===== src/rtl/shift_add_multiplier.sv =====
// rtl/shift_add_multiplier.sv - sequential shift-add multiply-accumulate, p = a*b + c
//
// Ports:
//   clock   - rising-edge clock
//   reset_n - asynchronous active-low reset
//   start   - request pulse, accepted in IDLE or DONE
//   a       - multiplier (N bits), captured on accept
//   b       - multiplicand (N bits), captured on accept
//   c       - addend (N bits, zero-extended), captured on accept
//   busy    - high while the N iterations are in progress
//   done    - one-cycle pulse, p is final
//   p       - accumulator (2N bits)
//   ovf     - upper half of p is non-zero
module shift_add_multiplier #(
    parameter int N = 32
) (
    input  logic           clock,
    input  logic           reset_n,
    input  logic           start,
    input  logic [N-1:0]   a,
    input  logic [N-1:0]   b,
    input  logic [N-1:0]   c,
    output logic           busy,
    output logic           done,
    output logic [2*N-1:0] p,
    output logic           ovf
);

    localparam int CW = $clog2(N);

    typedef enum logic [1:0] {
        IDLE = 2'd0,
        RUN  = 2'd1,
        DONE = 2'd2
    } state_t;

    state_t           state_q, state_d;
    logic [N-1:0]     mplier_q, mplier_d;
    logic [2*N-1:0]   mcand_q, mcand_d;
    logic [2*N-1:0]   acc_q, acc_d;
    logic [CW-1:0]    cnt_q, cnt_d;
    logic             accept;
    logic             last_iter;

    // start is only honoured outside RUN; a pulse mid-operation is dropped.
    assign accept    = start && (state_q != RUN);
    assign last_iter = (cnt_q == CW'(N - 1));

    // State register
    always_ff @(posedge clock or negedge reset_n) begin
        if (!reset_n) begin
            state_q <= IDLE;
        end else begin
            state_q <= state_d;
        end
    end

    // Next-state logic
    always_comb begin
        state_d = state_q;
        case (state_q)
            IDLE:    if (start) state_d = RUN;
            RUN:     if (last_iter) state_d = DONE;
            DONE:    state_d = start ? RUN : IDLE;
            default: state_d = IDLE;
        endcase
    end

    // Output logic
    always_comb begin
        busy = 1'b0;
        done = 1'b0;
        case (state_q)
            RUN:     busy = 1'b1;
            DONE:    done = 1'b1;
            default: ;
        endcase
    end

    // Datapath next-state: load on accept, one multiplier bit per RUN cycle.
    // The multiplicand lives in a 2N-bit register so its left shifts never
    // lose bits; the final sum is bounded below 2^(2N), so acc never wraps.
    always_comb begin
        mplier_d = mplier_q;
        mcand_d  = mcand_q;
        acc_d    = acc_q;
        cnt_d    = cnt_q;
        if (accept) begin
            mplier_d = a;
            mcand_d  = {{N{1'b0}}, b};
            acc_d    = {{N{1'b0}}, c};
            cnt_d    = '0;
        end else if (state_q == RUN) begin
            if (mplier_q[0]) begin
                acc_d = acc_q + mcand_q;
            end
            mcand_d  = mcand_q << 1;
            mplier_d = mplier_q >> 1;
            cnt_d    = cnt_q + CW'(1);
        end
    end

    // Datapath registers
    always_ff @(posedge clock or negedge reset_n) begin
        if (!reset_n) begin
            mplier_q <= '0;
            mcand_q  <= '0;
            acc_q    <= '0;
            cnt_q    <= '0;
        end else begin
            mplier_q <= mplier_d;
            mcand_q  <= mcand_d;
            acc_q    <= acc_d;
            cnt_q    <= cnt_d;
        end
    end

    assign p   = acc_q;
    assign ovf = |acc_q[2*N-1:N];

endmodule


===== config.mk =====
export PLATFORM = sky130hd
export DESIGN_NAME = shift_add_multiplier
export DESIGN_NICKNAME = d
export VERILOG_FILES = /design/src/rtl/shift_add_multiplier.sv
export SDC_FILE = /design/constraint.sdc
export NUM_CORES = 1
export LEC_CHECK = 0
export CAP_MARGIN = 20
export CORE_ASPECT_RATIO = 0.9
export CORE_MARGIN = 2
export CORE_UTILIZATION = 55
export CTS_BUF_LIST = sky130_fd_sc_hd__clkbuf_16
export DETAILED_ROUTE_END_ITERATION = 10
export HOLD_SLACK_MARGIN = 0.03
export PLACE_DENSITY = 0.81
export SLEW_MARGIN = 20
export SYNTH_ARGS = -nofsm -noshare
export SYNTH_HDL_FRONTEND = slang
export SYNTH_SLANG_ARGS = --single-unit

===== constraint.sdc =====
create_clock -name clock -period 3.9 [get_ports clock]
set_clock_uncertainty 0.1 [all_clocks]
set_input_delay 0.78 -clock clock [delete_from_list [all_inputs] [get_ports clock]]
set_output_delay 0.78 -clock clock [all_outputs]
set_load 0.05 [all_outputs]

==> results of run 1 <==
## cell type report
class	instances	area share
multi-input cells	1024	0.482
flip-flops and latches	167	0.312
repair buffers	179	0.132
clock buffers	17	0.0318
well taps	255	0.0238
clock inverters	15	0.0139
inverters	17	0.00495
## cells by family (layout without fill, tap and decap cells)
kind of cell               Yosys count  after routing  synth area share
muxes                               65             65            0.0592
and+or+nand+nor                    420            420             0.169
buffers and inverters               94            228            0.0335
xor gates and xnor gates            50             50            0.0398
DFF                                167            167             0.380
AOI/OAI and AO/OA                  423            423             0.242
adders and majority gates           66             66            0.0758
## metal layers
layer / wire length, um / vias to the layer above
met2: 14900 / 451
met5: 0 / -
li1: - / 4859
met3: 2330 / 60
met4: 618 / 0
met1: 13700 / 4935
## report_power, final
group / internal [mW] / switching, mW / leakage (nW) / total, mW
combinational: 2.63 / 4.67 / 3.62 / 7.30
clock: 0.974 / 0.809 / 0.294 / 1.78
sequential: 2.48 / 0.684 / 2.16 / 3.16
total: 6.09 / 6.16 / 6.08 / 12.2
## worst paths after layout
kind / startpoint / to / cells past startpoint
max in group asynchronous: reset_n / mcand_q[13] / 2
setup reg to reg: p[0] / p[62] / 11
min in group clock: mplier_q[6] / mplier_q[5] / 2
hold reg to reg: mplier_q[6] / mplier_q[5] / 2
hold / removal: reset_n / mcand_q[29] / 1
setup / recovery: p[33] / ovf / 4
## synthesized netlist by cell type, types with 11 or more instances
cell                       count  area, um2
sky130_fd_sc_hd__ha_1         65        813
sky130_fd_sc_hd__nand2_1     247        927
sky130_fd_sc_hd__o21ai_0     170        851
sky130_fd_sc_hd__o21ai_1      11       55.1
sky130_fd_sc_hd__a31oi_1      16        100
sky130_fd_sc_hd__nor4_1       11       68.8
sky130_fd_sc_hd__a21oi_1      90        450
sky130_fd_sc_hd__and3_1       14       87.6
sky130_fd_sc_hd__clkbuf_1     63        236
sky130_fd_sc_hd__o21bai_1     17        128
sky130_fd_sc_hd__inv_1        16       60.1
sky130_fd_sc_hd__xnor2_1      30        263
sky130_fd_sc_hd__xor2_1       20        175
sky130_fd_sc_hd__nand4_1      23        144
sky130_fd_sc_hd__nand3_1      15       75.1
sky130_fd_sc_hd__nor2_1       61        229
sky130_fd_sc_hd__mux2i_1      65        651
sky130_fd_sc_hd__a21o_1       40        300
sky130_fd_sc_hd__dfrtp_1     167       4180
## state kept, by name, indices dropped and copies added (netlist names)
name	cells
cnt_q	5
mcand_q	64
p	64
state_q	2
mplier_q	32
## per-stage QoR
step	hold slack, ps	area (um2)	power [mW]	instances
detailed placement	369	12800	10.4	1642
global route	283	13400	13.1	1674
global placement	356	12800	10.2	1642
floorplan	349	11000	8.31	1285
finish	210	13400	12.2	1674
CTS	260	13400	12.2	1674
## worst max-delay path, delay by kind of cell, from the launching register on
family	cells	cell delay (ps)
buf+inv	1	700
flops	1	420
simple gates	3	990
==> impl_metrics.yaml, run 1 <==
status:
  run_status: "finished, final reports clean"
setup_path:
  critical_path_cell_with_the_highest_stage_delay: "sky130_fd_sc_hd__clkdlybuf4s50_1"
  cp_cell_sequence: "nor4_1 > nand4_1 > or2_2 > clkdlybuf4s50_1"
  critPathMaxFanout: 4
  worst-endpoint-required_ps: 3020
  timing.critical_path.slowest_cell_delay_ps: 700
  worstSetupStartpointType: "flop"
  critPathArrivalTime_ps: 2550
  timing_worst_setup_path_type: "flop to output pin"
  r2r_slack_ps: 520
  cp-end-kind: "output pin"
cts:
  numCtsBuffers: 17
  path_clk_slew_ps: 70
  cts_setup_buffers: 0
  insertion_delay_to_the_later_sink_of_the_worst_skew_pair_ps: 440
  cts.hold.buffers_added: 0
  htreeDepth: 4
  number_of_clock_sinks: 167
  cts_root_buffer: "sky130_fd_sc_hd__clkbuf_16"
  cts_buffer_depth: 2
  cts_repair_resize_count: 0
  cts_tree: "yes"
timing:
  clock.fmax_ghz: 0.291
  fin_crit_sh: 0.880
  grt_setup_unrepaired: "false"
  layout_setup_ws_ps: 469
  report.final.hold_viol_count: 0
  worst_slew_pin_slew_ps: 1150
  setup_violations: 0
  tns_ps: 0
  slew_headroom: 0.234
  slew_viol_final: 0
  layout_min_cycle_time_ps: 3430
synth:
  yosysUniqueCellTypes: 72
  synthesis.area_um2: 11000
  synth-warning-count: 0
  yosys_most_used_dff: "sky130_fd_sc_hd__dfrtp_1"
  instance_count_of_the_mapped_netlist: 1285
  postSynthAreaPerCell_um2: 8.55
  synth_enable_flop_cells: 0
  syn_nets: 1450
  ys_seq_elements: 167
  synth_sequential_area_ratio: 0.380
  asyncSetResetFlopFracSynth: 1.00
layout:
  regArea_um2: 4180
  areaGrowthSynthToFinish_pct: 21.9
  layout_common_cells: "246 x sky130_fd_sc_hd__nand2_1, 170 x sky130_fd_sc_hd__o21ai_0, 167 x sky130_fd_sc_hd__dfrtp_1"
  layout.nets: 1571
  drive_above_1_share: 0.0529
  layout.cells.most_common: "sky130_fd_sc_hd__nand2_1"
  fillers: 1593
  finalCoreUtilization: 0.676
  antenna_cells: 0
  multi_input_logic_area_um2: 6450
die:
  fp.dieArea_um2: 21100
  initial_utilization: 0.555
  cell_rows: 49
  overall_die_height_um: 138
  design.core.area_um2: 19800
  floorplan.io_pins: 166
  die_outline_width_um: 153
global_routing:
  use_met3: 0.0533
  busiest_layer: "met2"
  grt_start_max_net_pins: 118
  grtUsageMet2: 0.487
  gr-usage-met1: 0.423
  initial_antenna_violation_count: 0
  grt_pass1_vias: 10000
  grt_pass1_wl_mm: 52.3
  gr-usage-all-layers: 0.302
  grt_overflow_total: 0
routing:
  wirelength_mm: 31.5
  num_vias: 10300
  ant_nets: 0
  drt_iter0_drc: 745
  via_per_inst: 6.16
  drtPass1Iterations: 7
  wl_per_cell_um: 18.8
  remaining_drc_errors: 0
power_and_ir_drop:
  power.density_cell_area_nw_per_um2: 914
  cellLeakagePower_nw: 6.08
  peakVddDrop_uv: 459
placement:
  finalWeightedCongestion: 0.942
  half_perimeter_wire_length_after_detailed_placement_mm: 23.2
  dp_slack_ps: 623
  quantity_of_i_o_buffers_inserted_on_ports: 165
min_path:
  hold_class: "primary input to async pin"
flow_run:
  maxCapViolCount: 0
Power figures use the tool's default switching activity.
==> run 2, diff against run 1 <==
--- a/config.mk
+++ b/config.mk
@@ -11,9 +11,9 @@
 export CORE_UTILIZATION = 55
 export CTS_BUF_LIST = sky130_fd_sc_hd__clkbuf_16
 export DETAILED_ROUTE_END_ITERATION = 10
+export GPL_ROUTABILITY_DRIVEN = 0
 export HOLD_SLACK_MARGIN = 0.03
 export PLACE_DENSITY = 0.81
-export SLEW_MARGIN = 20
 export SYNTH_ARGS = -nofsm -noshare
 export SYNTH_HDL_FRONTEND = slang
 export SYNTH_SLANG_ARGS = --single-unit
==> run 2 against run 1 <==
Effect of this change: design area fell by 0.11%; clock power shrank 5%; die area is the same; count of clock-buffer cells in the layout unchanged; first-iteration DRC count increased by 14%; largest power group unchanged.
==> impl_metrics.yaml, run 2 (synthesis gave the netlist of run 1 again) <==
timing:
  tns_ps: 0
  grt_setup_unrepaired: "false"
  report.final.hold_viol_count: 0
  slew_headroom: 0.260
  setup_violations: 0
  fin_crit_sh: 0.882
  slew_viol_final: 0
  clock.fmax_ghz: 0.291
  hold_slack_ps: 238
  worst_slew_pin_slew_ps: 1110
  layout_min_cycle_time_ps: 3440
cts:
  numCtsBuffers: 17
  cts_setup_buffers: 0
  insertion_delay_to_the_later_sink_of_the_worst_skew_pair_ps: 430
  number_of_clock_sinks: 167
  cts_repair_resize_count: 0
  htreeDepth: 4
  cts.hold.buffers_added: 0
  path_clk_slew_ps: 60
  cts_root_buffer: "sky130_fd_sc_hd__clkbuf_16"
  cts_buffer_depth: 2
  cts_tree: "yes"
routing:
  remaining_drc_errors: 0
  via_per_inst: 6.08
  drt_iter0_drc: 850
  wirelength_mm: 30.5
  drtPass1Iterations: 9
  wl_per_cell_um: 18.2
  ant_nets: 0
  num_vias: 10200
power_and_ir_drop:
  switching_power_mw: 6.10
  p_clk_frac: 0.139
  power.density_cell_area_nw_per_um2: 910
  p_seq_frac: 0.262
  internal-power_mw: 6.08
  peakVddDrop_uv: 447
  cellLeakagePower_nw: 6.06
  switching_share: 0.501
  combPwrFrac: 0.599
die:
  floorplan.io_pins: 166
  overall_die_height_um: 138
  cell_rows: 49
  fp.dieArea_um2: 21100
  design.core.area_um2: 19800
  initial_utilization: 0.555
  die_outline_width_um: 153
min_path:
  hold_class: "primary input to async pin"
setup_path:
  critPathMaxFanout: 4
  critPathArrivalTime_ps: 2560
  worstSetupStartpointType: "flop"
  timing_worst_setup_path_type: "flop to output pin"
  worst-endpoint-required_ps: 3020
  cp-end-kind: "output pin"
global_routing:
  initial_antenna_violation_count: 0
  grtUsageMet2: 0.458
  grt_pass1_wl_mm: 50.6
  gr-usage-all-layers: 0.292
  use_met3: 0.0671
  gr-usage-met1: 0.407
  grt_overflow_total: 0
  grt_start_max_net_pins: 133
  grt_pass1_vias: 9861
  busiest_layer: "met2"
placement:
  post_dp_cell_area_um2: 12800
  quantity_of_i_o_buffers_inserted_on_ports: 165
  half_perimeter_wire_length_after_detailed_placement_mm: 22.5
  cell_count_post_placement: 1642
flow_run:
  maxCapViolCount: 0
layout:
  areaGrowthSynthToFinish_pct: 21.7
  layout_common_cells: "246 x sky130_fd_sc_hd__nand2_1, 170 x sky130_fd_sc_hd__o21ai_0, 167 x sky130_fd_sc_hd__dfrtp_1"
  fillers: 1611
  layout.cells.most_common: "sky130_fd_sc_hd__nand2_1"
  finalInstanceArea_um2: 13400
  antenna_cells: 0
  layout.nets: 1572
  finish.cell_count_without_fillers: 1674
  drive_above_1_share: 0.0521
status:
  run_status: "finished, final reports clean"
-- run 2: changes by cell type in the layout (fill, tap and decap cells not counted) --
cell,change
sky130_fd_sc_hd__clkinv_1,+1
sky130_fd_sc_hd__clkinv_2,+1
sky130_fd_sc_hd__clkinv_8,-1
sky130_fd_sc_hd__inv_8,-3
sky130_fd_sc_hd__buf_12,+1
sky130_fd_sc_hd__clkinvlp_4,+2
sky130_fd_sc_hd__clkinv_4,-1
-- run 2: final timing paths --
kind / from / end / slack (ps) / depth (start not counted)
worst min register to register: mplier_q[8] / mplier_q[7] / 380 / 2
worst min-delay path: reset_n / mcand_q[19] / 240 / 1
max in group asynchronous: reset_n / p[6] / 2590 / 2
worst max-delay path: p[33] / ovf / 460 / 4
min in group clock: mplier_q[8] / mplier_q[7] / 380 / 2
worst max register to register: p[0] / p[26] / 640 / 11
-- run 2: power by group through the flow --
stage | clock (mW) | combinational, mW | sequential, mW
after floorplan | 0 | 4.37 | 3.94
after global placement | 0 | 6.99 | 3.16
after detailed placement | 0 | 7.16 | 3.19
after CTS | 1.71 | 7.21 | 3.17
after global routing | 1.79 | 7.98 | 3.28
final | 1.69 | 7.30 | 3.19
-- run 2: critical path, cell delays in order (launching register included) --
cell,delay (ps)
sky130_fd_sc_hd__dfrtp_1,410
sky130_fd_sc_hd__nor4_1,420
sky130_fd_sc_hd__nand4_1,270
sky130_fd_sc_hd__or2_2,340
sky130_fd_sc_hd__clkdlybuf4s50_1,700
-- run 2: stage by stage --
step,util,setup WS [ps],total power [mW]
final,0.676,460,12.2
after global routing,0.676,368,13.0
after CTS,0.675,427,12.1
after detailed placement,0.645,722,10.4
after global placement,0.645,829,10.1
after floorplan,-,756,8.31
-- run 2: layout make-up --
| class | instances | area, um2 | area share |
|---|---|---|---|
| timing repair buffer | 180 | 1790 | 0.134 |
| clock buffer | 17 | 425 | 0.0318 |
| clock inverter | 14 | 151 | 0.0113 |
| tap | 255 | 319 | 0.0238 |
| inverter | 17 | 66.3 | 0.00496 |
| sequential | 167 | 4180 | 0.312 |
| multi-input combinational | 1024 | 6450 | 0.482 |
-- run 2: per-layer routing --
layer,routed length [um],share of wire,vias to the layer above
met4,820,0.027,0
met3,2320,0.076,67
li1,-,-,4855
met5,0,0,-
met2,14000,0.46,404
met1,13400,0.44,4852
==> run 3, diff against run 2 <==
--- a/config.mk
+++ b/config.mk
@@ -17,3 +17,4 @@
 export SYNTH_ARGS = -nofsm -noshare
 export SYNTH_HDL_FRONTEND = slang
 export SYNTH_SLANG_ARGS = --single-unit
+export TNS_END_PERCENT = 30
==> results of run 3 <==
Same layout as run 2: the final DEF is identical, and so are final timing and power.
